--- config.mk ---
export PLATFORM = sky130hd
export DESIGN_NAME = sonar_echo_emulator_flat
export DESIGN_NICKNAME = d
export VERILOG_FILES = /design/src/rtl/sonar_echo_emulator_if.sv /design/src/rtl/sonar_echo_emulator.sv /design/src/flat_wrapper.sv
export SDC_FILE = /design/constraint.sdc
export NUM_CORES = 1
export LEC_CHECK = 0
export BUFFER_PORTS_ARGS = -buffer_cell sky130_fd_sc_hd__buf_2
export CORE_MARGIN = 10
export CORE_UTILIZATION = 55
export DETAILED_ROUTE_END_ITERATION = 10
export GPL_TIMING_DRIVEN = 1
export MAX_ROUTING_LAYER = met4
export PLACE_DENSITY_LB_ADDON = 0.05
export SLEW_MARGIN = 20
export SYNTH_ARGS = -nofsm -noshare
export SYNTH_HDL_FRONTEND = slang
export SYNTH_SLANG_ARGS = --single-unit
--- constraint.sdc ---
create_clock -name clock -period 2.8 [get_ports clock]
set_clock_uncertainty 0.2 [all_clocks]
set_input_delay 0.42 -clock clock [delete_from_list [all_inputs] [get_ports clock]]
set_output_delay 0.42 -clock clock [all_outputs]
set_load 0.01 [all_outputs]
--- src/rtl/sonar_echo_emulator_if.sv ---
// Sensor-side bundle between the sonar interface and the echo emulator.
// The master drives the trigger and the distance; the slave answers with the echo.
interface sonar_echo_emulator_if #(
   parameter int DIST_W = 9
);
   logic              trigger;
   logic [DIST_W-1:0] distancia;
   logic              presente;
   logic              echo;
   logic              ocupado;
   logic              erro_trigger;
   logic [2:0]        db_estado;

   modport master (
      output trigger, distancia, presente,
      input  echo, ocupado, erro_trigger, db_estado
   );

   modport slave (
      input  trigger, distancia, presente,
      output echo, ocupado, erro_trigger, db_estado
   );
endinterface

--- src/rtl/sonar_echo_emulator.sv ---
// HC-SR04 emulator: a valid trigger pulse yields an echo whose width encodes distancia.
// Define EMU_JITTER_EN to add 0..15 cycles of LFSR jitter to every echo width.
module sonar_echo_emulator #(
   parameter int TRIG_MIN_CYC = 500,
   parameter int BURST_CYC    = 22500,
   parameter int CYC_PER_CM   = 2941,
   parameter int DIST_W       = 9,
   parameter int MIN_DIST     = 2,
   parameter int MAX_DIST     = 400,
   parameter int TIMEOUT_CYC  = 1900000,
   parameter int HOLDOFF_CYC  = 500000
) (
   input  logic                 clock,
   input  logic                 reset,
   sonar_echo_emulator_if.slave bus
);
   localparam int CW = 32;
   localparam logic [CW-1:0] ONE = 1;

   typedef enum logic [2:0] {
      IDLE  = 3'd0,
      TRIG  = 3'd1,
      BURST = 3'd2,
      ECHO  = 3'd3,
      HOLD  = 3'd4
   } state_e;

   state_e        state_q, state_d;
   logic [CW-1:0] cnt_q, cnt_d;
   logic [CW-1:0] width_q;
   logic          echo_q, echo_d;
   logic          busy_q, busy_d;
   logic          err_q, err_d;
   logic          sync1_q, sync2_q, prev_q;
   logic          trig_s, lat;
   logic [CW-1:0] dist_ext, base_w, jit_w;

   assign trig_s   = sync2_q;
   assign dist_ext = CW'(bus.distancia);

   always_comb begin
      if (!bus.presente || dist_ext > CW'(MAX_DIST))
         base_w = CW'(TIMEOUT_CYC);
      else if (dist_ext < CW'(MIN_DIST))
         base_w = CW'(MIN_DIST) * CW'(CYC_PER_CM);
      else
         base_w = dist_ext * CW'(CYC_PER_CM);
   end

`ifdef EMU_JITTER_EN
   logic [7:0] lfsr_q, lfsr_d;
   logic       fb;

   // x^8+x^6+x^5+x^4+1, stepped once per accepted measurement
   assign fb     = lfsr_q[7] ^ lfsr_q[5] ^ lfsr_q[4] ^ lfsr_q[3];
   assign lfsr_d = lat ? {lfsr_q[6:0], fb} : lfsr_q;
   assign jit_w  = base_w + CW'(lfsr_q[3:0]);

   always_ff @(posedge clock or negedge reset) begin
      if (!reset) lfsr_q <= 8'hA5;
      else        lfsr_q <= lfsr_d;
   end
`else
   assign jit_w = base_w;
`endif

   always_comb begin
      state_d = state_q;
      cnt_d   = cnt_q;
      echo_d  = echo_q;
      err_d   = 1'b0;
      lat     = 1'b0;
      unique case (state_q)
         IDLE: begin
            if (trig_s && !prev_q) begin
               state_d = TRIG;
               cnt_d   = ONE;
            end
         end
         TRIG: begin
            if (trig_s) begin
               if (cnt_q < CW'(TRIG_MIN_CYC)) cnt_d = cnt_q + ONE;
            end else if (cnt_q >= CW'(TRIG_MIN_CYC)) begin
               state_d = BURST;
               cnt_d   = ONE;
               lat     = 1'b1;
            end else begin
               state_d = IDLE;
               cnt_d   = '0;
               err_d   = 1'b1;
            end
         end
         // the TRIG cycle that saw the fall counts as the first burst cycle
         BURST: begin
            if (cnt_q >= CW'(BURST_CYC - 1)) begin
               state_d = ECHO;
               cnt_d   = ONE;
               echo_d  = 1'b1;
            end else cnt_d = cnt_q + ONE;
         end
         ECHO: begin
            if (cnt_q >= width_q) begin
               state_d = HOLD;
               cnt_d   = ONE;
               echo_d  = 1'b0;
            end else cnt_d = cnt_q + ONE;
         end
         HOLD: begin
            if (cnt_q >= CW'(HOLDOFF_CYC)) begin
               state_d = IDLE;
               cnt_d   = '0;
            end else cnt_d = cnt_q + ONE;
         end
         default: begin
            state_d = IDLE;
            cnt_d   = '0;
            echo_d  = 1'b0;
         end
      endcase
      busy_d = (state_d != IDLE);
   end

   always_ff @(posedge clock or negedge reset) begin
      if (!reset) begin
         state_q <= IDLE;
         cnt_q   <= '0;
         width_q <= '0;
         echo_q  <= 1'b0;
         busy_q  <= 1'b0;
         err_q   <= 1'b0;
         sync1_q <= 1'b0;
         sync2_q <= 1'b0;
         prev_q  <= 1'b0;
      end else begin
         state_q <= state_d;
         cnt_q   <= cnt_d;
         echo_q  <= echo_d;
         busy_q  <= busy_d;
         err_q   <= err_d;
         sync1_q <= bus.trigger;
         sync2_q <= sync1_q;
         prev_q  <= sync2_q;
         if (lat) width_q <= jit_w;
      end
   end

   assign bus.echo         = echo_q;
   assign bus.ocupado      = busy_q;
   assign bus.erro_trigger = err_q;
   assign bus.db_estado    = state_q;
endmodule

--- src/flat_wrapper.sv ---
// flat-port wrapper written by rule: the top's interface ports become plain ports
module sonar_echo_emulator_flat 
#(
   parameter int TRIG_MIN_CYC = 500,
   parameter int BURST_CYC    = 22500,
   parameter int CYC_PER_CM   = 2941,
   parameter int DIST_W       = 9,
   parameter int MIN_DIST     = 2,
   parameter int MAX_DIST     = 400,
   parameter int TIMEOUT_CYC  = 1900000,
   parameter int HOLDOFF_CYC  = 500000
)
  (clock, reset, bus_trigger, bus_distancia, bus_presente, bus_echo, bus_ocupado, bus_erro_trigger, bus_db_estado);
  sonar_echo_emulator_if #(.DIST_W(DIST_W)) bus_i ();
  input  logic clock;
  input  logic reset;
  input wire logic [$bits(bus_i.trigger)-1:0] bus_trigger;
  input wire logic [$bits(bus_i.distancia)-1:0] bus_distancia;
  input wire logic [$bits(bus_i.presente)-1:0] bus_presente;
  output wire logic [$bits(bus_i.echo)-1:0] bus_echo;
  output wire logic [$bits(bus_i.ocupado)-1:0] bus_ocupado;
  output wire logic [$bits(bus_i.erro_trigger)-1:0] bus_erro_trigger;
  output wire logic [$bits(bus_i.db_estado)-1:0] bus_db_estado;
  assign bus_i.trigger = bus_trigger;
  assign bus_i.distancia = bus_distancia;
  assign bus_i.presente = bus_presente;
  assign bus_echo = bus_i.echo;
  assign bus_ocupado = bus_i.ocupado;
  assign bus_erro_trigger = bus_i.erro_trigger;
  assign bus_db_estado = bus_i.db_estado;
  sonar_echo_emulator #(.TRIG_MIN_CYC(TRIG_MIN_CYC), .BURST_CYC(BURST_CYC), .CYC_PER_CM(CYC_PER_CM), .DIST_W(DIST_W), .MIN_DIST(MIN_DIST), .MAX_DIST(MAX_DIST), .TIMEOUT_CYC(TIMEOUT_CYC), .HOLDOFF_CYC(HOLDOFF_CYC)) u_core (.clock(clock), .reset(reset), .bus(bus_i));
endmodule
==> summary.md <==
| Metric | Value |
|---|---|
| Outcome | `complete, but fails checks` |
| Violations in the final reports | `negative setup slack` |
| Relative slew slack | `between 50% and 60%` |
| Count of input and output buffers | `18` |
| Detailed Route WL | `15000 um` |
| Global route total overflow | `0` |
| Total Die Area | `15100 um2` |
| Antenna violations before repair | `0` |
| Sequential-to-total area share from yosys stat | `around a quarter` |
| Final setup violating endpoints | `15` |
| Area share of the largest cell type after synthesis | `26.7%` |
| First-pass GRT wire length | `roughly 25000 um` |
| Count of yosys warnings during synthesis | `0` |
| Ratio of cells with drive above 1 in the final layout | `29.6%` |
| Critical path's slowest cell | `sky130_fd_sc_hd__fa_2` |
| Util after Layout | `between 70% and 80%` |
| Cell Rows | `37` |
| Worst Setup Path Type | `in2reg` |
| Leakage | `0.00385 uW` |
| Final routed wire length divided by cell count | `between 15 and 20 um` |
| Detailed Routing Iterations Pass 1 | `5` |
| Final WS setup | `-1600 ps` |
| Ys flop type | `sky130_fd_sc_hd__dfrtp_1` |
| Most common cell in the netlist | `sky130_fd_sc_hd__inv_1` |
| TritonCTS clock tree | `yes` |
| Count of inserted antenna diode cells | `0` |
| Sink count of the clock tree | `between 60 and 70` |
| Via Count | `around 5000` |
| Clock Latency Late Sink | `~340 ps` |
| DIE WIDTH | `123 um` |
| DIE HEIGHT | `between 100 and 150 um` |
| Type of element capturing the critical path | `flop` |
| Unrepaired setup endpoints after global routing | `yes` |
| Pin count of the biggest net entering global routing | `24` |
| Dominant cells by area after synthesis | `sky130_fd_sc_hd__dfrtp_1 (27%), sky130_fd_sc_hd__ha_1 (16%), sky130_fd_sc_hd__fa_1 (13%)` |
| Total design power | `about 5600 uW` |
| Tot GR Track Use | `between 20% and 30%` |
| Worst hold path class | `reg2reg` |
| Clock Path Buffers | `2` |
| Fin crit share | `157%` |
| Avg Cell Area, Syn | `8.88 um2` |
| Number of enable flip-flop cells after synthesis | `0` |
| Cell type group with the largest total delay on the critical path | `adder cells` |
| Commonest cells in the netlist | `sky130_fd_sc_hd__inv_1 (126), sky130_fd_sc_hd__ha_1 (76), sky130_fd_sc_hd__dfrtp_1 (62), sky130_fd_sc_hd__nor2_1 (44), sky130_fd_sc_hd__a21oi_1 (39)` |
| Nets in the synthesized netlist | `between 700 and 800` |
| Distinct cells, synth | `66` |
| Cell area after technology mapping | `about 5800 um2` |
| Final Max Slew Viols | `0` |
| FF+latch count, synth | `62` |
| Ratio of routed vias to standard cells | `5.52` |
| Clock root buffer master | `sky130_fd_sc_hd__clkbuf_8` |
| Final weighted congestion in routability-driven placement | `0.894` |
| Number of maximum-capacitance violations | `0` |
| Number of nets in the final layout | `between 900 and 1000` |
| Library cell occupying the most area in the post-synthesis netlist | `sky130_fd_sc_hd__dfrtp_1` |
| Relative area change from synthesis to final layout | `31.3%` |
| Required time of the critical path | `2840 ps` |
| HPWL Detailed | `11900 um` |
| Residual antenna-violating net count after detailed routing | `0` |
| Gate count of the mapped netlist | `roughly 660` |
| Largest register by flop count | `u_core.cnt_q` |
| Total power divided by cell area | `between 700 and 800 nW/um2` |
| Number of remaining DRC errors | `0` |
| Initial Util | `about 56%` |
| Critical Path, Cell by Cell | `buf_8 -> fa_2 -> xor2_1 -> ha_1 -> fa_1 -> inv_1 -> fa_1 -> inv_2 -> ha_4 -> buf_6 -> nand4_1 -> nor2_2 -> o31ai_4 -> a311oi_2 -> a311oi_2 -> mux2_2 -> a221oi_2` |
| Pin slew with the least headroom to its limit | `roughly 600 ps` |
| Largest register FFs | `32` |
| Worst path arrival time | `4440 ps` |
| Slowest Stage Delay on Critical Path | `600 ps` |
| Buf/Inv on CP | `4` |
| Endpoints failing hold | `0` |
| Total clock buffers created by CTS | `9` |
| Clk slew on worst S/H paths | `~60 ps` |
| Largest fanout on the critical path | `3` |
| Vias in the first global route | `between 5000 and 6000` |
| Largest voltage drop on the vdd net | `0.628 mV` |
| I/O pin total | `19` |
| Achievable Freq | `roughly 230 MHz` |
| Worst Setup Start Kind | `primary input` |
| Area of the core region | `roughly 10000 um2` |
| Number of H-tree levels | `3` |
| DR iter-0 viols | `378` |
| Share of flip-flops with an asynchronous set or reset after synthesis | `100%` |
| DP Worst Slack | `-1990 ps` |
| Post-layout min period | `approximately 4400 ps` |
[layout by cell type (no fill, tap or decap), drive strengths merged, types with 17 or more instances in the layout]
cell,instances
buf,139
a21oi,39
ha,76
fa,38
dfrtp,62
nor2,46
inv,126
nand2,36
nor3,30
o21ai,26
nand3,17
[per-layer routing]
| metal | GRT usage, % | routed length, um |
|---|---|---|
| met3 | 3.99 | 639 |
| met4 | 3.31 | 92 |
| met2 | 33.6 | 7170 |
| met5 | - | 0 |
| met1 | 28.3 | 7090 |
[stage by stage]
step | std cells | TNS, ps | instance area, um2 | hold slack, ps
floorplan | 655 | -17240 | 5990 | -75.6
global placement | 901 | -22760 | 7020 | 157
detailed placement | 901 | -23380 | 7020 | 160
CTS | 924 | -17050 | 7340 | 171
global route | 929 | -19230 | 7640 | 171
finish | 929 | -17140 | 7640 | 157
[cell type report]
class                      count  area [um2]
tap                          136         170
multi-input combinational    449        4130
clock inverter                 1        5.00
sequential                    62        1550
clock buffer                  14         163
fill                         800        2690
inverter                     126         473
timing repair buffer         141        1140
[path summary, 6_finish.rpt]
kind                            slack [ps]  cells after the start                 end              from
worst max-delay path                 -1600                     17  u_core.width_q[20]  bus_distancia[6]
worst min-delay path                   160                      0      u_core.sync2_q    u_core.sync1_q
worst max register to register         140                     10    u_core.cnt_q[13]   u_core.cnt_q[0]
worst min register to register         160                      0      u_core.sync2_q    u_core.sync1_q
max in group asynchronous             1380                      3    u_core.cnt_q[27]             reset
min in group asynchronous              350                      2   u_core.width_q[6]             reset
[cell families after synthesis]
group | count (synthesis) | share of synthesized area [%]
AND/OR/NAND/NOR | 192 | 17.3
buffers and inverters | 144 | 9.53
AO/OA/AOI/OAI | 130 | 15.0
adder cells (fa/ha/maj) | 114 | 29.4
flip-flops | 62 | 26.7
XOR/XNOR | 9 | 1.36
multiplexers | 4 | 0.753
[repair_timing]
action | in CTS | in global routing
resized for setup | 28 | 54
pin swaps | 29 | 29
hold endpoints to repair | 19 | 0
hold buffers | 2 | 0
endpoints found under the setup margin | 16 | 39
buffers inserted | 8 | 8
[where the power goes]
group	total (uW)	internal, uW	leakage (uW)	switching (uW)
sequential	982	959	0.000776	23.0
clock	688	364	0.0000865	324
combinational	3920	2020	0.00299	1900
total	5590	3340	0.00385	2240
Power figures use the tool's default switching activity.
